--- src/rtl/load_store_unit.sv ---
// MEM-stage load/store unit: issues one ready-handshaked word access per memory op,
// formats store lanes/strobes, extends load data and stalls the pipeline meanwhile.
module load_store_unit #(
    parameter int unsigned TIMEOUT = 16
) (
    input  logic        clk,
    input  logic        rst,
    input  logic        in_valid,
    input  logic        mem_read,
    input  logic        mem_write,
    input  logic [2:0]  funct3,
    input  logic [31:0] addr,
    input  logic [31:0] store_data,
    output logic        mem_req,
    output logic        mem_we,
    output logic [31:0] mem_addr,
    output logic [31:0] mem_wdata,
    output logic [3:0]  mem_wstrb,
    input  logic        mem_ready,
    input  logic [31:0] mem_rdata,
    output logic        stall,
    output logic [31:0] load_data,
    output logic        load_valid,
    output logic        fault
);

    localparam int unsigned XLEN  = 32;
    localparam int unsigned CNT_W = (TIMEOUT > 1) ? $clog2(TIMEOUT) : 1;

    typedef enum logic [1:0] {
        IDLE = 2'd0,
        BUSY = 2'd1,
        DONE = 2'd2
    } state_t;

    state_t            state_q, state_d;
    logic              mem_req_q, mem_req_d;
    logic              mem_we_q, mem_we_d;
    logic [XLEN-1:0]   mem_addr_q, mem_addr_d;
    logic [XLEN-1:0]   mem_wdata_q, mem_wdata_d;
    logic [3:0]        mem_wstrb_q, mem_wstrb_d;
    logic [XLEN-1:0]   load_data_q, load_data_d;
    logic              load_valid_q, load_valid_d;
    logic              fault_q, fault_d;
    logic [2:0]        funct3_q, funct3_d;
    logic [1:0]        off_q, off_d;
    logic [CNT_W-1:0]  cnt_q, cnt_d;

    logic              mem_op_c;
    logic              illegal_c;
    logic              timeout_c;
    logic              stall_c;
    logic [XLEN-1:0]   st_wdata_c;
    logic [3:0]        st_wstrb_c;

    // Lane select by address offset, then sign/zero extension by funct3.
    function automatic logic [XLEN-1:0] extend_load(input logic [2:0]      f3,
                                                     input logic [1:0]      off,
                                                     input logic [XLEN-1:0] word);
        logic [7:0]  b;
        logic [15:0] h;
        b = word[{off, 3'b000} +: 8];
        h = off[1] ? word[31:16] : word[15:0];
        case (f3)
            3'b000:  extend_load = {{24{b[7]}}, b};
            3'b001:  extend_load = {{16{h[15]}}, h};
            3'b100:  extend_load = {24'h0, b};
            3'b101:  extend_load = {16'h0, h};
            default: extend_load = word;
        endcase
    endfunction

    always_comb begin
        logic legal_ld, legal_st, misaligned;
        mem_op_c   = in_valid & (mem_read | mem_write);
        legal_ld   = (funct3 == 3'b000) | (funct3 == 3'b001) | (funct3 == 3'b010) |
                     (funct3 == 3'b100) | (funct3 == 3'b101);
        legal_st   = (funct3 == 3'b000) | (funct3 == 3'b001) | (funct3 == 3'b010);
        misaligned = ((funct3[1:0] == 2'b01) & addr[0]) |
                     ((funct3[1:0] == 2'b10) & (addr[1:0] != 2'b00));
        illegal_c  = (mem_read & mem_write) | (mem_read & ~legal_ld) |
                     (mem_write & ~legal_st) | misaligned;
    end

    // Store lane replication and byte strobes.
    always_comb begin
        st_wdata_c = store_data;
        st_wstrb_c = 4'b1111;
        case (funct3[1:0])
            2'b00: begin
                st_wdata_c = {4{store_data[7:0]}};
                st_wstrb_c = 4'b0001 << addr[1:0];
            end
            2'b01: begin
                st_wdata_c = {2{store_data[15:0]}};
                st_wstrb_c = addr[1] ? 4'b1100 : 4'b0011;
            end
            default: begin
                st_wdata_c = store_data;
                st_wstrb_c = 4'b1111;
            end
        endcase
    end

    assign timeout_c = (cnt_q == CNT_W'(TIMEOUT - 1));

    always_ff @(posedge clk) begin
        if (rst) begin
            state_q <= IDLE;
        end else begin
            state_q <= state_d;
        end
    end

    always_comb begin
        state_d = state_q;
        case (state_q)
            IDLE:    if (mem_op_c && !illegal_c) state_d = BUSY;
            BUSY:    if (mem_ready || timeout_c) state_d = DONE;
            DONE:    state_d = IDLE;
            default: state_d = IDLE;
        endcase
    end

    always_comb begin
        stall_c      = 1'b0;
        mem_req_d    = mem_req_q;
        mem_we_d     = mem_we_q;
        mem_addr_d   = mem_addr_q;
        mem_wdata_d  = mem_wdata_q;
        mem_wstrb_d  = mem_wstrb_q;
        load_data_d  = load_data_q;
        load_valid_d = 1'b0;
        fault_d      = 1'b0;
        funct3_d     = funct3_q;
        off_d        = off_q;
        cnt_d        = cnt_q;
        case (state_q)
            IDLE: begin
                if (mem_op_c) begin
                    if (illegal_c) begin
                        fault_d = 1'b1;
                    end else begin
                        stall_c     = 1'b1;
                        mem_req_d   = 1'b1;
                        mem_we_d    = mem_write;
                        mem_addr_d  = {addr[31:2], 2'b00};
                        mem_wdata_d = mem_write ? st_wdata_c : mem_wdata_q;
                        mem_wstrb_d = mem_write ? st_wstrb_c : 4'b0000;
                        funct3_d    = funct3;
                        off_d       = addr[1:0];
                        cnt_d       = '0;
                    end
                end
            end
            BUSY: begin
                stall_c = 1'b1;
                if (mem_ready || timeout_c) begin
                    mem_req_d   = 1'b0;
                    mem_we_d    = 1'b0;
                    mem_wstrb_d = 4'b0000;
                    if (mem_ready) begin
                        if (!mem_we_q) begin
                            load_data_d  = extend_load(funct3_q, off_q, mem_rdata);
                            load_valid_d = 1'b1;
                        end
                    end else begin
                        fault_d = 1'b1;
                    end
                end else begin
                    cnt_d = CNT_W'(cnt_q + 1'b1);
                end
            end
            default: ;
        endcase
    end

    always_ff @(posedge clk) begin
        if (rst) begin
            mem_req_q    <= 1'b0;
            mem_we_q     <= 1'b0;
            mem_addr_q   <= '0;
            mem_wdata_q  <= '0;
            mem_wstrb_q  <= 4'b0000;
            load_data_q  <= '0;
            load_valid_q <= 1'b0;
            fault_q      <= 1'b0;
            funct3_q     <= 3'b000;
            off_q        <= 2'b00;
            cnt_q        <= '0;
        end else begin
            mem_req_q    <= mem_req_d;
            mem_we_q     <= mem_we_d;
            mem_addr_q   <= mem_addr_d;
            mem_wdata_q  <= mem_wdata_d;
            mem_wstrb_q  <= mem_wstrb_d;
            load_data_q  <= load_data_d;
            load_valid_q <= load_valid_d;
            fault_q      <= fault_d;
            funct3_q     <= funct3_d;
            off_q        <= off_d;
            cnt_q        <= cnt_d;
        end
    end

    assign mem_req    = mem_req_q;
    assign mem_we     = mem_we_q;
    assign mem_addr   = mem_addr_q;
    assign mem_wdata  = mem_wdata_q;
    assign mem_wstrb  = mem_wstrb_q;
    assign stall      = stall_c;
    assign load_data  = load_data_q;
    assign load_valid = load_valid_q;
    assign fault      = fault_q;

endmodule
--- config.mk ---
export PLATFORM = sky130hd
export DESIGN_NAME = load_store_unit
export DESIGN_NICKNAME = d
export VERILOG_FILES = /design/src/rtl/load_store_unit.sv
export SDC_FILE = /design/constraint.sdc
export NUM_CORES = 1
export LEC_CHECK = 0
export ABC_AREA = 1
export CAP_MARGIN = 20
export CORE_MARGIN = 1
export CORE_UTILIZATION = 40
export CTS_CLUSTER_SIZE = 24
export DETAILED_ROUTE_END_ITERATION = 16
export GPL_ROUTABILITY_DRIVEN = 0
export HOLD_SLACK_MARGIN = 0.06
export PLACE_DENSITY = 0.79
export SLEW_MARGIN = 5
export SYNTH_ARGS = -nofsm -noshare
export SYNTH_HDL_FRONTEND = slang
export SYNTH_SLANG_ARGS = --single-unit
--- constraint.sdc ---
create_clock -name clk -period 2.4 [get_ports clk]
set_input_delay 0.72 -clock clk [delete_from_list [all_inputs] [get_ports clk]]
set_output_delay 0.72 -clock clk [all_outputs]
set_load 0.05 [all_outputs]
Word level (Yosys, flattened, before mapping)
Index checks and enable logic that the tools add are counted.
- bitwise operators: 22
- add/sub/neg operators: 1
- multiplexer cells: 33
- eq/ne operators: 16
- shift-type cells: 2
- reductions and logical operators: 16
- operators with widths (operator ; number):
    one-hot mux 32 bit (4 select lines) ; 1
    one-hot mux 32 bit (2 select lines) ; 1
    2-to-1 mux 4 bit ; 8
    indexed part select 32 x 6 -> 8 bit ; 1
    one-hot mux 4 bit (2 select lines) ; 3
    2-to-1 mux 16 bit ; 1
    AND reduction 4 bit ; 4
    equality test 3 bit, second input constant ; 4
    2-to-1 mux 1 bit ; 12
    != test 2 bit, second input constant ; 5
    bitwise OR 1 bit ; 9
    one-hot mux 1 bit (2 select lines) ; 4
    inverter 1 bit ; 7
    AND 1 bit ; 6
    equality test 3 x 1 -> 1 bit, second input constant ; 2
    zero test 3 bit ; 2
    adder 4 x 1 -> 4 bit, second input constant ; 1
    equality test 2 x 1 -> 1 bit, second input constant ; 2
    equality test 4 bit, second input constant ; 1
    zero test 2 bit ; 2
    2-to-1 mux 2 bit ; 2
    one-hot mux 2 bit (2 select lines) ; 1
    nonzero test 2 bit ; 2
    OR reduction 4 bit ; 1
    other kinds (8) ; 8
- input port bits: 105
- bits in registers: 113
- word-level logic and storage cells: 102

Depth between registers and ports, before layout
Gate-level depths: netlist of run 1.
- depth in word-level cells: 14
- gate-level depth with buffers: 11

Least setup slack after synthesis of run 1
No wires, ideal clock.
- path kind: input port to output port
- start: in funct3[1]
- end: out stall
- data required time: 1.680 ns
- path slack: -0.262 ns
- arrival: 1.942 ns
- stages: 8
- cells stage by stage: buf_4 nand3_1 nand2_1 nor2_4 nand2_1 buf_4 buf_4 nand2_1
- longest elaborated chain between the ends: 13
- RTL lines (item ; line ; text):
    from (decl) ; 11 ; input logic [2:0] funct3,
    equality test 3 x 1 -> 1 bit / zero test 3 bit (equally long branches) ; 76, 78 ;
    bitwise OR 1 bit (2 in a row) ; 76, 78 ;
    bitwise OR 1 bit ; 76 ; legal_ld = (funct3 == 3'b000) | (funct3 == 3'b001) | (funct3 == 3'b010) |
    bitwise OR 1 bit ; 77 ; (funct3 == 3'b100) | (funct3 == 3'b101);
    inverter 1 bit ; 81 ; illegal_c = (mem_read & mem_write) | (mem_read & ~legal_ld) |
    AND 1 bit ; 81 ;
    bitwise OR 1 bit (2 in a row) ; 81 ;
    bitwise OR 1 bit (*) ; 82 ; (mem_write & ~legal_st) | misaligned;
    2-to-1 mux 1 bit (*) ; 141 ; if (illegal_c) begin
    2-to-1 mux 1 bit (*) ; 140 ; if (mem_op_c) begin
    one-hot mux 1 bit (2 select lines) (*) ; 138 ; case (state_q)
    to (decl) ; 21 ; output logic stall,
Every way passes the cells marked *; elsewhere a longest branch is shown, timed or not.

Worst setup path in the final report of run 1
- start: in mem_read
- end: out stall
- longest elaborated chain between the ends: 7
- RTL lines (item ; line ; text):
    from (decl) ; 9 ; input logic mem_read,
    AND 1 bit ; 81 ;
    bitwise OR 1 bit (2 in a row) ; 81 ;
    bitwise OR 1 bit ; 82 ;
    2-to-1 mux 1 bit ; 141 ;
    2-to-1 mux 1 bit (*) ; 140 ;
    one-hot mux 1 bit (2 select lines) (*) ; 138 ;
Marked as above.

==> results of run 1 <==
==> worst paths after layout <==
kind | slack (ns) | endpoint | cells after the start
min | 0.44 | mem_wdata[21] | 2
min reg2reg | 0.44 | mem_wdata[21] | 2
max reg2reg | 0.49 | load_data[6] | 7
max | 0.06 | stall | 7
==> routing by layer <==
| metal | wire [um] | track usage [%] |
|---|---|---|
| met1 | 7100 | 31.1 |
| met4 | 386 | 10.5 |
| met3 | 1800 | 9.06 |
| met5 | 0 | 0 |
| met2 | 7860 | 40.0 |
==> metrics by stage <==
step           worst slack (ns)  hold slack [ns]
2_1_floorplan           0.00692            0.475
3_3_place_gp             -0.342            0.429
3_5_place_dp             -0.354            0.432
4_1_cts                  0.0177            0.441
5_1_grt                 0.00974            0.455
6_report                 0.0587            0.437
==> final cells by class <==
cell class,instances,area [um2],area share (%)
clock inverters,14,131,1.60
repair buffers,239,2330,28.4
flip-flops and latches,113,2260,27.5
well taps,172,215,2.62
multi-input cells,521,2590,31.5
inverters,65,244,2.97
clock buffers,18,439,5.35
==> cell usage after synthesis <==
cell	instances
xor2_1	1
nand2_1	136
buf_2	16
nor2_4	1
inv_2	3
nor3_2	1
nor2_2	1
o211ai_1	16
nand3_1	56
buf_1	5
nand2_2	2
inv_1	61
a31oi_1	1
mux2i_1	8
ha_1	1
o21ai_0	51
a21oi_1	114
o21ai_1	17
a211oi_1	1
clkbuf_1	24
dfxtp_1	113
nor3_1	9
o21bai_1	1
nand4_1	45
clkinv_1	1
nor2_1	56
buf_4	12
or2_2	1
conb_1	1
==> worst reg2reg max path, stage by stage (launching register included) <==
cell	delay (ns)
dfxtp_1	0.79
inv_1	0.33
nor2_1	0.15
o21ai_0	0.10
o21ai_0	0.12
nand2_1	0.07
o21ai_0	0.12
a21oi_1	0.11
==> sequential cells by signal, summed over array words and instances (netlist names) <==
signal	flops
load_data	32
mem_wdata	32
mem_addr	30
cnt_q	4
mem_wstrb	4
funct3_q	3
off_q	2
state_q	2
fault	1
load_valid	1
mem_req	1
mem_we	1
==> layout by cell type, fill, tap and decap left out, types with 2 or more instances in the layout <==
master and n:
buf_2 2, clkinv_2 3, nand3_1 55, inv_2 5, buf_12 4, clkdlybuf4s50_1 196
o21ai_0 51, buf_4 30, dfxtp_1 113, conb_1 2, nor2_1 56, o21ai_1 16
nor3_1 9, clkbuf_2 2, nand2_4 2, nand4_1 45, a21oi_1 114, inv_6 4
nand2_2 4, nand2_1 131, o211ai_1 16, mux2i_1 8, inv_1 59, clkbuf_16 17
dlygate4sd2_1 2, clkinv_4 5
==> report_power, final <==
group	switching (W)	total, W	internal [W]
Combinational	0.000656	0.00107	0.000418
Clock	0.000951	0.00241	0.00146
Sequential	0.0000451	0.00199	0.00195
Total	0.00165	0.00548	0.00383
==> timing repair <==
| action | in CTS | in global routing |
|---|---|---|
| setup buffers | 1 | 2 |
| hold buffers | 0 | 0 |
| setup endpoints to repair | 1 | 1 |
| pin swaps | 5 | 7 |
| resized for setup | 20 | 8 |
==> logic make-up after synthesis <==
kind of cell	after synthesis
flip-flops	113
XOR/XNOR	1
adder cells (fa/ha/maj)	1
other	1
AO/OA/AOI/OAI	201
multiplexers	8
buffers and inverters	122
AND/OR/NAND/NOR	308
==> out/results.ini, run 1 <==
[routing]
wl_per_cell_um = 15.0
via_per_inst = 5.20
wirelength_um = 17100
drtAntennaViolNets = 0
drt_iter0_markers = 516
drcViolationCount = 0
num_vias = 5939
drtPass1Iterations = 6

[power]
total_power_w = 0.00548
p_per_area_nw_per_um2 = 667
max-vdd-ir-drop_v = 0.000396
p_leak_nw = 3.24

[place]
dp_hpwl_um = 11800
place_area_um2 = 7630
dpl.cell_count = 1108
port-buffer-count = 207

[setup_path]
critical_path.cell_chain = dlygate4sd2_1 > nand3_1 > nand2_2 > nor2_4 > nand2_4 > nand2_8 > buf_12
start_kind = input port
worstPathRequired_ns = 1.68
crit_slowest_cell = dlygate4sd2_1
critPathTopFamily = simple AND/OR/NAND/NOR gates
r2r-start = off_q[1]
cpPeakStageDelay_ns = 0.28
critPathCaptureType = primary output
crit_arrival_ns = 1.62
path_buf_inv = 2
critPathKind = in -> out
path_max_fanout = 3
cp-startpoint = mem_read

[sta]
hold_viol = 0
setup_viol = 0
fin_crit_sh_pct = 97.6
grt_setup_unrepaired = false
maxSlewViolCount = 0
post-route-min-period_ns = 2.34
finClkSkew_ns = 0.00989
finalSetupTns_ns = 0
fmax_ghz = 0.427
relSlewSlack_pct = 51.3
worst_slew_pin_slew_ns = 0.729

[flow_run]
maxCapViolations = 0

[die]
std_cell_rows = 41
io_pins = 210
die_w_um = 117
start_util_pct = 41.6
die_area_um2 = 13800
chipHeight_um = 117
design.core.area_um2 = 12800

[run_status]
outcome = complete, no violations

[cts]
clk_pin_slew_ns = 0.05
ctsHtreeMaxLevel = 4
tritoncts = yes
clock-sinks = 113
clockBufferDepth = 2
root_buffer = clkbuf_16
cts_buffers = 17
clk_latency_ns = 0.42

[synthesis]
synth_top_cell_area_share_pct = 42.6
synthAdderAreaFrac_pct = 0.235
synth_xor_xnor_area_share_pct = 0.165
yosysTopAreaCell = dfxtp_1
synth_top_family_by_area = simple AND/OR/NAND/NOR gates
synthSimpleGateAreaFrac_pct = 25.8
seq_area_frac_synth_pct = 42.6
avgSynthCellArea_um2 = 7.04
ys_seq_elements = 113
synthMuxAreaShare_pct = 1.51
syn_area_um2 = 5320
ys_warn_count = 0
syn_inst = 755
synth_compound_area_share_pct = 19.8
synth.distinct_cells = 29
synthTopCellsByArea = dfxtp_1 43%, a21oi_1 11%, nand2_1 9.6%

[grt]
antenna_found_initial = 0
first_global_vias = 5366
grt_usage_pct = 25.3
grt_start_max_net_pins = 51
gr-total-overflow = 0
grt_pass1_wl_um = 26600

[finish]
area_growth_pct = 54.5
fin_cells = 1142
num_antenna_cells = 0
fin_util_pct = 64.3
drive_gt1_share_pct = 9.28
fin_nets = 1063
fillers = 1118
final_area_um2 = 8210

[min_path]
hold_class = reg -> reg
min-delay-start = mem_wdata[21]

(Power assumes the default switching activity.)
==> run 2, diff against run 1 <==
--- a/config.mk
+++ b/config.mk
@@ -6,6 +6,7 @@
 export NUM_CORES = 1
 export LEC_CHECK = 0
 export ABC_AREA = 1
+export ABC_CLOCK_PERIOD_IN_PS = 2400
 export CAP_MARGIN = 20
 export CORE_MARGIN = 1
 export CORE_UTILIZATION = 40
@@ -13,7 +14,9 @@
 export DETAILED_ROUTE_END_ITERATION = 16
 export GPL_ROUTABILITY_DRIVEN = 0
 export HOLD_SLACK_MARGIN = 0.06
+export MAX_ROUTING_LAYER = met4
 export PLACE_DENSITY = 0.79
+export SETUP_SLACK_MARGIN = 0.4
 export SLEW_MARGIN = 5
 export SYNTH_ARGS = -nofsm -noshare
 export SYNTH_HDL_FRONTEND = slang
==> run 2 against run 1 <==
Net effect:
- non-clock buffer count up 7
- total power up 5.1%
- global-route usage up 0.47 points
- critical path depth up 2
- combinational power about the same
- critical path type unchanged
- first-iteration DRC count down 13%
==> out/results.ini, run 2 (synthesis gave the netlist of run 1 again) <==
[power]
sw_frac_of_total_pct = 27.5  ; -2.6 points
p_per_area_nw_per_um2 = 710  ; +6.4%
max-vdd-ir-drop_v = 0.000408  ; +2.9%
p_leak_nw = 3.44  ; +5.9%
cell_internal_pwr_w = 0.00417  ; +9.1%
comb_power_share_pct = 18.4  ; -1.2 points
p_clk_share_pct = 47.0  ; +3.0 points
switchingPower_w = 0.00159  ; -4.0%
power.share.sequential_pct = 34.6  ; -1.7 points

[min_path]
hold_path_depth = 2  ; unchanged
min_delay_worst_endpoint = mem_wdata[18]
min-delay-start = mem_wdata[18]
hold_class = reg -> reg

[sta]
setup_slack_ns = 0.0661  ; +0.00733 ns
fmax_ghz = 0.428  ; +0.31%
worst_slew_pin_slew_ns = 0.640  ; -0.0889 ns
setup_viol = 0  ; unchanged
post-route-min-period_ns = 2.33  ; -0.00733 ns
finClkSkew_ns = 0.00628  ; -0.00361 ns
fin_crit_sh_pct = 97.2  ; -0.31 points
finalSetupTns_ns = 0  ; unchanged
relSlewSlack_pct = 57.3  ; +6.0 points
hold_viol = 0  ; unchanged
grt_setup_unrepaired = true
maxSlewViolCount = 0  ; unchanged

[grt]
grt_usage_pct = 25.7  ; +0.47 points
antenna_found_initial = 0  ; unchanged
grt_pass1_wl_um = 26100  ; -1.9%
gr-total-overflow = 0  ; unchanged
first_global_vias = 5257  ; -2.0%
grt_start_max_net_pins = 69  ; +35%

[cts]
root_buffer = clkbuf_16
cts_hold_buf = 0  ; unchanged
clock-sinks = 113  ; unchanged
clockBufferDepth = 2  ; unchanged
ctsHtreeMaxLevel = 4  ; unchanged
clk_pin_slew_ns = 0.05  ; about the same
clk_latency_ns = 0.42  ; about the same
tritoncts = yes
cts_buffers = 17  ; unchanged

[routing]
drcViolationCount = 0  ; unchanged
drtAntennaViolNets = 0  ; unchanged
drtPass1Iterations = 5  ; -1
wl_per_cell_um = 15.1  ; +0.56%
num_vias = 6019  ; +1.3%
via_per_inst = 5.24  ; +0.73%
met1Wirelength_um = 7620  ; +7.4%
wirelength_um = 17300  ; +1.2%
highest_layer = met4
drt_iter0_markers = 450  ; -13%
wl_met2_um = 7870  ; +0.10%
route.met3.wl_um = 1580  ; -12%

[place]
port-buffer-count = 207  ; unchanged
dp_hpwl_um = 11700  ; -0.73%
pre_cts_ws_ns = -0.406  ; -0.0525 ns
place_area_um2 = 7690  ; +0.80%

[finish]
fin_nets = 1070  ; +0.66%
fillers = 1146  ; +2.5%
final_common_cell = nand2_1
layout_common_cells = 126 x nand2_1, 114 x a21oi_1, 112 x dfxtp_1, 95 x clkdlybuf4s50_1, 70 x clkbuf_2
fin_util_pct = 63.5  ; -0.79 points
final_area_um2 = 8110  ; -1.2%
drive_gt1_share_pct = 20.0  ; +11 points
num_antenna_cells = 0  ; unchanged
area_growth_pct = 52.6

[die]
die_w_um = 117  ; unchanged
die_area_um2 = 13800  ; unchanged
std_cell_rows = 41  ; unchanged
design.core.area_um2 = 12800  ; unchanged
start_util_pct = 41.6  ; unchanged
chipHeight_um = 117  ; unchanged
io_pins = 210  ; unchanged

[setup_path]
critPathCaptureType = primary output
worst-r2r-setup-slack_ns = 0.80  ; +0.31 ns
critPathKind = in -> out
worstPathRequired_ns = 1.68  ; about the same
path_max_fanout = 2  ; -1
r2r-start = funct3_q[1]
crit_arrival_ns = 1.61  ; about the same
start_kind = input port
reg2reg_depth = 8  ; +1
timing.rr.end = load_data[18]

[flow_run]
maxCapViolations = 0  ; unchanged

[run_status]
outcome = complete, no violations

[run 2: through the flow]
| stage | total power (W) | hold slack, ns | std cells |
|---|---|---|---|
| floorplan | 0.00265 | 0.475 | 756 |
| detailed placement | 0.00310 | 0.430 | 1112 |
| global route | 0.00597 | 0.454 | 1149 |
| global placement | 0.00310 | 0.427 | 1112 |
| finish | 0.00576 | 0.439 | 1149 |
| CTS | 0.00578 | 0.439 | 1146 |
[run 2: layer usage]
metal  GRT usage, %  vias to the layer above
met5              -                        -
met2           39.2                      277
met3           8.34                       22
met4           8.78                        0
li1               -                     2984
met1           32.0                     2736
[run 2: critical path, cell delays in order]
cell and delay (ns):
buf_2 0.11, inv_2 0.10, nand2_2 0.10, nand3_2 0.09
nand2_2 0.08, nor2_4 0.12, nand2_4 0.09, nand2_8 0.08
buf_12 0.13
[run 2: layout make-up]
type	count	area, um2	share of cell area, %
repair buffers	246	2090	25.8
inverters	65	256	3.16
multi-input cells	521	2650	32.6
clock inverters	10	155	1.91
clock buffers	22	484	5.97
well taps	172	215	2.65
flip-flops and latches	113	2260	27.9
[run 2: power by group through the flow]
stage | combinational, W | clock [W] | sequential (W)
6_report | 0.00106 | 0.00270 | 0.00199
5_1_grt | 0.00113 | 0.00284 | 0.00200
4_1_cts | 0.00105 | 0.00273 | 0.00199
3_5_place_dp | 0.00107 | 0 | 0.00203
3_3_place_gp | 0.00107 | 0 | 0.00203
2_1_floorplan | 0.000418 | 0 | 0.00223
[run 2: what timing repair did]
item,4_1_cts,5_1_grt
pin swaps,10,7
buffers inserted,2,3
setup endpoints to repair,181,84
hold endpoints to repair,0,0
resized for setup,247,97
[run 2: worst max path at each step]
stage              start  endpoint  slack [ns]  cells past startpoint
6_report       funct3[2]     stall        0.07                      9
5_1_grt        funct3[0]     stall        0.03                      9
4_1_cts        funct3[1]     stall        0.08                      9
3_5_place_dp   funct3[1]     stall       -0.41                     11
3_3_place_gp   funct3[1]     stall       -0.42                     11
2_1_floorplan  funct3[1]     stall         0.1                     10
==> run 3, diff against run 2 <==
--- a/config.mk
+++ b/config.mk
@@ -16,6 +16,7 @@
 export HOLD_SLACK_MARGIN = 0.06
 export MAX_ROUTING_LAYER = met4
 export PLACE_DENSITY = 0.79
+export REMOVE_ABC_BUFFERS = 1
 export SETUP_SLACK_MARGIN = 0.4
 export SLEW_MARGIN = 5
 export SYNTH_ARGS = -nofsm -noshare
==> run 3 against run 2 <==
Net effect:
- final cell count up 1.7%
- die area unchanged
- critical path depth up 1
- combinational power up 8%
- register-to-register slack worse by 0.24 ns
- worst hold slack better by 0.0035 ns
- wire length up 10%
- clock-buffer cell count down 4
- global-route usage up 1.8 points
- utilization up 2.3 points
- clock power down 7%
==> out/results.ini, run 3 (synthesis gave the netlist of run 1 again) <==
[cts]
clock-sinks = 113  ; unchanged
clk_latency_ns = 0.42  ; about the same
tritoncts = yes
cts_buffers = 17  ; unchanged
cts_hold_buf = 0  ; unchanged
root_buffer = clkbuf_16
ctsHtreeMaxLevel = 4  ; unchanged
clk_pin_slew_ns = 0.06  ; about the same
clockBufferDepth = 2  ; unchanged

[sta]
relSlewSlack_pct = 62.0  ; +4.6 points
post-route-min-period_ns = 2.29  ; -0.0486 ns
finClkSkew_ns = 0.00829  ; +0.00201 ns
hold-worst-slack_ns = 0.442  ; +0.00347 ns
fmax_ghz = 0.438  ; +2.1%
grt_setup_unrepaired = true
worst_slew_pin_slew_ns = 0.569  ; -0.0716 ns
maxSlewViolCount = 0  ; unchanged
setup_slack_ns = 0.115  ; +0.0486 ns
fin_crit_sh_pct = 95.2  ; -2.0 points
setup_viol = 0  ; unchanged
hold_viol = 0  ; unchanged

[place]
dpl.cell_count = 1114  ; +0.18%
port-buffer-count = 207  ; unchanged
pre_cts_ws_ns = -0.333  ; +0.0728 ns
dp_hpwl_um = 12000  ; +2.9%

[min_path]
min_delay_worst_endpoint = mem_wdata[19]
min-delay-start = mem_wdata[19]
hold_path_depth = 2  ; unchanged
hold_class = reg -> reg

[setup_path]
timing.rr.end = cnt_q[2]
start_kind = input port
worstPathRequired_ns = 1.68  ; about the same
critPathKind = in -> out
r2r-start = state_q[1]
critPathCaptureType = primary output
crit_arrival_ns = 1.57  ; -0.04 ns
reg2reg_depth = 11  ; +3
worst-r2r-setup-slack_ns = 0.56  ; -0.24 ns
path_max_fanout = 3  ; +1

[finish]
fin_cells = 1168  ; +1.7%
drive_gt1_share_pct = 22.0  ; +2.1 points
fin_nets = 1088  ; +1.7%
fillers = 1089  ; -5.0%
final_common_cell = nand2_1
area_growth_pct = 58.1
layout_common_cells = 121 x nand2_1, 113 x dfxtp_1, 110 x a21oi_1, 95 x clkdlybuf4s50_1, 59 x inv_1

[power]
cell_internal_pwr_w = 0.00396  ; -5.1%
comb_power_share_pct = 20.4  ; +2.0 points
p_clk_share_pct = 44.5  ; -2.5 points
power.share.sequential_pct = 35.1  ; +0.5 points
sw_frac_of_total_pct = 30.1  ; +2.6 points
p_per_area_nw_per_um2 = 674  ; -5.1%
p_leak_nw = 3.51  ; +2.2%
max-vdd-ir-drop_v = 0.000403  ; -1.2%
switchingPower_w = 0.00171  ; +7.7%

[grt]
gr-total-overflow = 0  ; unchanged
grt_start_max_net_pins = 47  ; -32%
grt_usage_pct = 27.5  ; +1.8 points
antenna_found_initial = 1  ; +1
grt_pass1_wl_um = 28100  ; +7.9%
first_global_vias = 5707  ; +8.6%

[routing]
num_vias = 6305  ; +4.8%
drt_iter0_markers = 608  ; +35%
wirelength_um = 19100  ; +10%
wl_per_cell_um = 16.4  ; +8.3%
via_per_inst = 5.40  ; +3.0%
drtPass1Iterations = 5  ; unchanged
drtAntennaViolNets = 0  ; unchanged
drcViolationCount = 0  ; unchanged

[flow_run]
maxCapViolations = 0  ; unchanged

[die]
start_util_pct = 41.6  ; unchanged
design.core.area_um2 = 12800  ; unchanged
chipHeight_um = 117  ; unchanged
die_w_um = 117  ; unchanged
die_area_um2 = 13800  ; unchanged
std_cell_rows = 41  ; unchanged
io_pins = 210  ; unchanged

[run_status]
outcome = complete, no violations

-- run 3: cell types whose count changed in the layout (fill, tap and decap cells not counted), moves of 5 or more --
cell | previous run | this run
clkdlybuf4s15_2 | 24 | 32
clkdlybuf4s15_1 | 11 | 18
nand2_2 | 4 | 15
buf_4 | 32 | 43
clkbuf_2 | 70 | 52
nand2_1 | 126 | 121
clkinv_4 | 0 | 5
-- run 3: how the worst max path moves through the flow --
| stage | start | endpoint |
|---|---|---|
| 3_3_place_gp | funct3[1] | stall |
| 3_5_place_dp | funct3[1] | stall |
| 2_1_floorplan | mem_write | stall |
| 4_1_cts | in_valid | stall |
| 5_1_grt | funct3[0] | stall |
| 6_report | funct3[0] | stall |
-- run 3: metrics by stage --
stage / cell area (um2) / util [%] / power, W / setup TNS, ns
floorplan: 5040 / - / 0.00256 / -157.62
global placement: 7650 / 59.9 / 0.00310 / -7.46
detailed placement: 7650 / 59.9 / 0.00310 / -10.58
CTS: 8450 / 66.2 / 0.00565 / 0
global route: 8410 / 65.8 / 0.00586 / 0
finish: 8410 / 65.8 / 0.00567 / 0
-- run 3: worst max-delay path, stage by stage --
cell	delay, ns
buf_8	0.09
inv_6	0.04
nand2_1	0.06
nand2_1	0.07
nand2_1	0.10
nand2_2	0.08
nor2_4	0.10
nand2_2	0.08
nand2_2	0.09
buf_12	0.13
-- run 3: area by class of cell --
type / count / area, um2 / area share (%)
Tap cell: 172 / 215 / 2.56
Timing Repair Buffer: 264 / 2410 / 28.7
Multi-Input combinational cell: 521 / 2660 / 31.6
Clock inverter: 14 / 159 / 1.89
Clock buffer: 18 / 439 / 5.22
Inverter: 65 / 254 / 3.02
Sequential cell: 113 / 2260 / 26.9
Antenna cell: 1 / 2.50 / 0.0298
-- run 3: power by group through the flow --
stage / clock network, W / logic, W / registers (W)
after floorplan: 0 / 0.000322 / 0.00224
after global placement: 0 / 0.00107 / 0.00203
after detailed placement: 0 / 0.00107 / 0.00203
after CTS: 0.00256 / 0.00110 / 0.00199
after global routing: 0.00264 / 0.00123 / 0.00200
final: 0.00252 / 0.00115 / 0.00199
-- run 3: what timing repair did --
item / in CTS / in global routing
endpoints found under the hold margin: 0 / 0
resized for setup: 281 / 91
pin swaps: 17 / 16
buffers inserted: 15 / 2
setup endpoints to repair: 178 / 106
gates cloned: 0 / 4
-- run 3: layer usage --
layer  share of wire (%)  global-route usage, %
met1                  39                   32.3
met2                  48                   43.6
met3                  11                   8.34
met4                 2.9                   11.6
met5                   0                      -
